==> src/rtl/ahb_sram_ctrl_v2.sv <==
`default_nettype none
// ============================================================================
// Module  : ahb_sram_ctrl_v2
// Brief   : AHB-Lite slave in front of a single-port synchronous SRAM macro,
//           with a deferred-write buffer, read-after-write merge, configurable
//           read latency and a two-cycle ERROR response for illegal transfers.
// Rev     : 2.0  generalised data width, read wait states, ERROR response
// ============================================================================
module ahb_sram_ctrl_v2 #(
    parameter int DW     = 64,
    parameter int AW     = 9,
    parameter int RD_LAT = 1
) (
    input  logic            HCLK,
    input  logic            HRESET,
    input  logic            HSEL,
    input  logic            HREADY,
    input  logic [1:0]      HTRANS,
    input  logic [2:0]      HSIZE,
    input  logic            HWRITE,
    input  logic [31:0]     HADDR,
    input  logic [DW-1:0]   HWDATA,
    output logic            HREADYOUT,
    output logic [1:0]      HRESP,
    output logic [DW-1:0]   HRDATA,
    input  logic [DW-1:0]   SRAMRDATA,
    output logic [DW/8-1:0] SRAMWEN,
    output logic [DW-1:0]   SRAMWDATA,
    output logic            SRAMCS,
    output logic [AW-1:0]   SRAMADDR
);

    localparam int NB = DW / 8;
    localparam int BO = $clog2(NB);
    localparam logic [1:0] c_CNT_LAST = (RD_LAT > 1) ? 2'(RD_LAT - 2) : 2'd0;

    typedef enum logic [2:0] {
        S_IDLE  = 3'd0,
        S_RWAIT = 3'd1,
        S_RDONE = 3'd2,
        S_WDATA = 3'd3,
        S_ERR1  = 3'd4,
        S_ERR2  = 3'd5
    } state_t;

    state_t          r_state;
    state_t          w_state_nxt;
    state_t          w_acc_state;
    logic [1:0]      r_cnt;
    logic [1:0]      w_cnt_nxt;

    logic            r_buf_pend;
    logic            r_buf_data_en;
    logic [NB-1:0]   r_buf_we;
    logic [AW-1:0]   r_buf_addr;
    logic [DW-1:0]   r_buf_data;
    logic            r_hit;

    logic            w_acc;
    logic            w_size_bad;
    logic [7:0]      w_align_mask;
    logic            w_misalign;
    logic            w_bad;
    logic            w_illegal;
    logic            w_rd_acc;
    logic            w_wr_acc;
    logic            w_ram_write;
    logic            w_hit;
    logic [BO-1:0]   w_off;
    logic [AW-1:0]   w_word;
    logic [NB-1:0]   w_lane_we;
    logic            w_unused;

    // Reset gates the SRAM port so a pending write is dropped, not committed.
    assign w_acc        = HSEL & HREADY & HTRANS[1] & ~HRESET;
    assign w_size_bad   = (HSIZE > 3'(BO));
    assign w_align_mask = 8'((9'd1 << HSIZE) - 9'd1);
    assign w_misalign   = |(HADDR[7:0] & w_align_mask);
    assign w_bad        = w_size_bad | w_misalign;
    assign w_illegal    = w_acc & w_bad;
    assign w_rd_acc     = w_acc & ~w_bad & ~HWRITE;
    assign w_wr_acc     = w_acc & ~w_bad & HWRITE;
    assign w_off        = HADDR[BO-1:0];
    assign w_word       = HADDR[AW+BO-1:BO];
    assign w_unused     = ^{HADDR[31:AW+BO], HTRANS[0]};

    // A lane belongs to the access when it falls in the same 2^HSIZE group.
    always_comb begin
        w_lane_we = '0;
        for (int i = 0; i < NB; i++) begin
            w_lane_we[i] = ((BO'(i) >> HSIZE) == (w_off >> HSIZE));
        end
    end

    assign w_ram_write = (r_buf_pend | r_buf_data_en) & ~w_rd_acc & ~HRESET;
    assign SRAMWEN     = {NB{w_ram_write}} & r_buf_we;
    assign SRAMWDATA   = r_buf_pend ? r_buf_data : HWDATA;
    assign SRAMADDR    = w_rd_acc ? w_word : r_buf_addr;
    assign SRAMCS      = w_rd_acc | w_ram_write;
    assign w_hit       = w_rd_acc & (w_word == r_buf_addr) & (r_buf_pend | r_buf_data_en);

    always_comb begin
        HRDATA = SRAMRDATA;
        for (int i = 0; i < NB; i++) begin
            if (r_hit && r_buf_we[i]) begin
                HRDATA[8*i +: 8] = r_buf_data[8*i +: 8];
            end
        end
    end

    always_comb begin
        w_state_nxt = r_state;
        w_cnt_nxt   = 2'd0;
        HREADYOUT   = 1'b1;
        HRESP       = 2'b00;
        if (w_illegal) begin
            w_acc_state = S_ERR1;
        end else if (HWRITE) begin
            w_acc_state = S_WDATA;
        end else if (RD_LAT == 1) begin
            w_acc_state = S_RDONE;
        end else begin
            w_acc_state = S_RWAIT;
        end
        case (r_state)
            S_RWAIT: begin
                HREADYOUT = 1'b0;
                if (r_cnt == c_CNT_LAST) begin
                    w_state_nxt = S_RDONE;
                end else begin
                    w_cnt_nxt = 2'(r_cnt + 2'd1);
                end
            end
            S_ERR1: begin
                HREADYOUT   = 1'b0;
                HRESP       = 2'b01;
                w_state_nxt = S_ERR2;
            end
            S_ERR2: begin
                HRESP       = 2'b01;
                w_state_nxt = w_acc ? w_acc_state : S_IDLE;
            end
            default: begin
                w_state_nxt = w_acc ? w_acc_state : S_IDLE;
            end
        endcase
    end

    always_ff @(posedge HCLK) begin
        if (HRESET) begin
            r_state       <= S_IDLE;
            r_cnt         <= 2'd0;
            r_buf_pend    <= 1'b0;
            r_buf_data_en <= 1'b0;
            r_buf_we      <= '0;
            r_buf_addr    <= '0;
            r_hit         <= 1'b0;
        end else begin
            r_state       <= w_state_nxt;
            r_cnt         <= w_cnt_nxt;
            // A read always wins the port; the buffered write waits one more cycle.
            r_buf_pend    <= (r_buf_pend | r_buf_data_en) & w_rd_acc;
            r_buf_data_en <= w_wr_acc;
            if (w_wr_acc) begin
                r_buf_addr <= w_word;
                r_buf_we   <= w_lane_we;
            end
            if (w_acc) begin
                r_hit <= w_hit;
            end
        end
    end

    always_ff @(posedge HCLK) begin
        for (int i = 0; i < NB; i++) begin
            if (r_buf_data_en && r_buf_we[i]) begin
                r_buf_data[8*i +: 8] <= HWDATA[8*i +: 8];
            end
        end
    end

endmodule
`default_nettype wire

==> config.mk <==
export PLATFORM = sky130hd
export DESIGN_NAME = ahb_sram_ctrl_v2
export DESIGN_NICKNAME = d
export VERILOG_FILES = /design/src/rtl/ahb_sram_ctrl_v2.sv
export SDC_FILE = /design/constraint.sdc
export NUM_CORES = 1
export LEC_CHECK = 0
export CORE_AREA = 2 2 125 127
export DETAILED_ROUTE_END_ITERATION = 7
export DIE_AREA = 0 0 127 129
export GPL_TIMING_DRIVEN = 0
export PLACE_DENSITY = 0.76
export SYNTH_ARGS = -nofsm -noshare
export SYNTH_HDL_FRONTEND = slang
export SYNTH_SLANG_ARGS = --single-unit
==> constraint.sdc <==
create_clock -name HCLK -period 4 [get_ports HCLK]
set_input_delay 0.4 -clock HCLK [delete_from_list [all_inputs] [get_ports HCLK]]
set_output_delay 0.4 -clock HCLK [all_outputs]
set_load 0.03 [all_outputs]
==> impl_metrics.env <==
export IMPL_cts_buffers=9
export IMPL_finish_net_count=936
export IMPL_place_congestion=0.833
export IMPL_cts_sinks=89
export IMPL_worst_hold_path_type="reg2reg"
export IMPL_hold_viol=0
export IMPL_viasPerCell=5.17
export IMPL_grt_ovfl_total=0
export IMPL_antennaDiodeCount=0
export IMPL_drt_pass1_iter_count=5
export IMPL_cp_start_kind="input pin"
export IMPL_clk_insertion_delay_late_ns=0.35
export IMPL_setup_violations=0
export IMPL_powerDensity_nw_per_um2=275
export IMPL_dieArea_um2=16400
export IMPL_grt_busiest_layer="met2"
export IMPL_synthTopCellsByArea="edfxtp_1, mux2_2, dfxtp_1"
export IMPL_cp_top_family="buffers and inverters"
export IMPL_grt_max_degree=14
export IMPL_cp_num_buf_inv=5
export IMPL_start_util=0.355
export IMPL_crit_arrival_ns=3.41
export IMPL_synth_seq_cells=89
export IMPL_synthCells=446
export IMPL_ant_nets=0
export IMPL_grt_pass1_vias=4897
export IMPL_grt_use_total=0.228
export IMPL_crit_chain="clkdlybuf4s50_1, ha_1, buf_6, nand2_1, ha_1, xor2_1, a32oi_2, o2111ai_4, nor3_4, buf_4, buf_4, mux2_2, clkdlybuf4s15_2"
export IMPL_worst_setup_path_type="in2out"
export IMPL_core_um2=15000
export IMPL_numPortBuffers=295
export IMPL_clock_skew_ns=0.00957
export IMPL_tightestPinTransition_ns=0.866
export IMPL_clk_pin_slew_ns=0.06
export IMPL_ys_top_cells_by_count="mux2_2, edfxtp_1, dfxtp_1, o21ai_0, a21oi_1"
export IMPL_yosysTopAreaCell="edfxtp_1"
export IMPL_yosys_warnings=0
export IMPL_cts_hold_buf=0
export IMPL_finalCritPeriodShare=0.952
export IMPL_max_stage_delay_ns=0.65
export IMPL_htree_levels=3
export IMPL_avgSynthCellArea_um2=11.9
export IMPL_routed_wl_um=19500
export IMPL_critPathSlowestCell="clkdlybuf4s50_1"
export IMPL_antenna_found_initial=0
export IMPL_drtIter0Drc=298
export IMPL_die_h_um=129
export IMPL_final_layout_size_suffix_gt1_frac=0.238
export IMPL_grt_pass1_wl_um=28400
export IMPL_wire_per_inst_um=20.5
export IMPL_grt_use_met2=0.398
export IMPL_tns_ns=0
export IMPL_cts_root_buffer_cell="clkbuf_16"
export IMPL_rsz0062_at_grt="false"
export IMPL_required_ns=3.60
export IMPL_ys_types=51
export IMPL_drc=0
export IMPL_synth_async_reset_ratio=0
export IMPL_fmax_ghz=0.263
export IMPL_yosysSeqAreaShare=0.455
export IMPL_cts_tree="built"
export IMPL_dpl_hpwl_um=15600
export IMPL_num_vias=4919
export IMPL_io_pins=319
export IMPL_hold_ws_ns=0.419
export IMPL_end_kind="output port"
export IMPL_vdd_drop_max_v=0.000171
export IMPL_yosysTopAreaCellShare=0.361
export IMPL_p_leak_nw=3.15
export IMPL_maxCapViolCount=0
export IMPL_rows=45
export IMPL_crit_fanout=7
export IMPL_grt_use_met1=0.274
export IMPL_slew_violations=0
export IMPL_area_growth_pct=66.9
export IMPL_yosysMostFrequentCell="mux2_2"
export IMPL_clockBufferDepth=2
export IMPL_synth_edf_count=64
export IMPL_gr_usage_met3=0.0541
export IMPL_layout_min_cycle_time_ns=3.81
export IMPL_synthFlopType="edfxtp_1"
export IMPL_slew_limit_headroom=0.422
export IMPL_status="completed"
export IMPL_mappedNetlistArea_um2=5320
export IMPL_synth_fp_nets=623
export IMPL_die_width_um=127
## cell families after synthesis
logic type                 count (synthesis)  share of synthesized area
buffers and inverters                     39                     0.0320
AOI/OAI and AO/OA                         72                     0.0872
adders and majority gates                  7                     0.0165
muxes                                    138                      0.292
and+or+nand+nor                           84                     0.0898
other                                      1                   0.000705
xor gates and xnor gates                  16                     0.0263
DFF                                       89                      0.455
## stage by stage
step / util / instance area [um2] / std cells / setup WS (ns) / power, mW
after floorplan: - / 5320 / 446 / 0.692 / 1.29
after global placement: 0.568 / 8510 / 929 / -0.619 / 1.61
after detailed placement: 0.568 / 8510 / 929 / -0.672 / 1.62
after CTS: 0.592 / 8870 / 951 / 0.0101 / 2.45
after global routing: 0.593 / 8880 / 952 / 0.0268 / 2.52
final: 0.593 / 8880 / 952 / 0.191 / 2.44
## placed cells by master, fill, tap and decap left out, types with 3 or more instances in the layout
cell,n
clkdlybuf4s50_1,276
mux2_2,136
edfxtp_1,64
o21ai_0,25
dfxtp_1,25
a21oi_1,23
clkbuf_1,20
nand2_1,14
inv_1,12
xnor2_1,12
nand3_1,11
nor2_1,10
nor3b_1,10
buf_4,9
and2_1,9
clkbuf_16,9
clkdlybuf4s15_2,9
dlygate4sd2_1,9
nor3_1,6
nor2b_1,6
ha_1,6
nand2b_1,5
nor4_1,5
xor2_1,4
buf_2,3
o211ai_1,3
## final cells by class
type / count / area (um2)
fillers: 1254 / 6100
repair buffers: 302 / 3010
multi-input cells: 318 / 2760
flip-flops and latches: 89 / 2420
clock buffers: 12 / 236
well taps: 188 / 235
plain buffers: 25 / 121
inverters: 14 / 52.6
clock inverters: 4 / 43.8
## sequential cells by signal (all words and copies together), names as in the netlist
signal,cells
r_state,3
r_buf_addr,9
r_buf_we,8
r_buf_data,64
r_hit,1
r_buf_data_en,1
r_cnt,2
r_buf_pend,1
## repair_timing
action | CTS | global route
setup buffers | 6 | 1
endpoints found under the setup margin | 18 | 11
resized for setup | 43 | 2
pin swaps | 2 | 2
## report_power, final
group          switching [mW]  leakage (nW)  internal (mW)
registers             0.00164         0.776          0.987
clock network           0.350         0.138          0.481
logic                   0.299          2.24          0.321
## per-layer routing
metal | part of all wire | vias to the layer above
met5 | 0 | -
met4 | 0.029 | 0
met3 | 0.062 | 34
met2 | 0.51 | 214
met1 | 0.40 | 2360
li1 | - | 2311
## worst paths after layout
kind | startpoint | endpoint | slack [ns] | cells after the start
max | HSIZE[0] | SRAMADDR[3] | 0.19 | 13
max reg2reg | r_buf_data_en | r_hit | 2.37 | 3
min reg2reg | r_cnt[0] | r_cnt[0] | 0.42 | 1
min | r_cnt[0] | r_cnt[0] | 0.42 | 1
No activity file was read; power rests on OpenSTA's default activity.
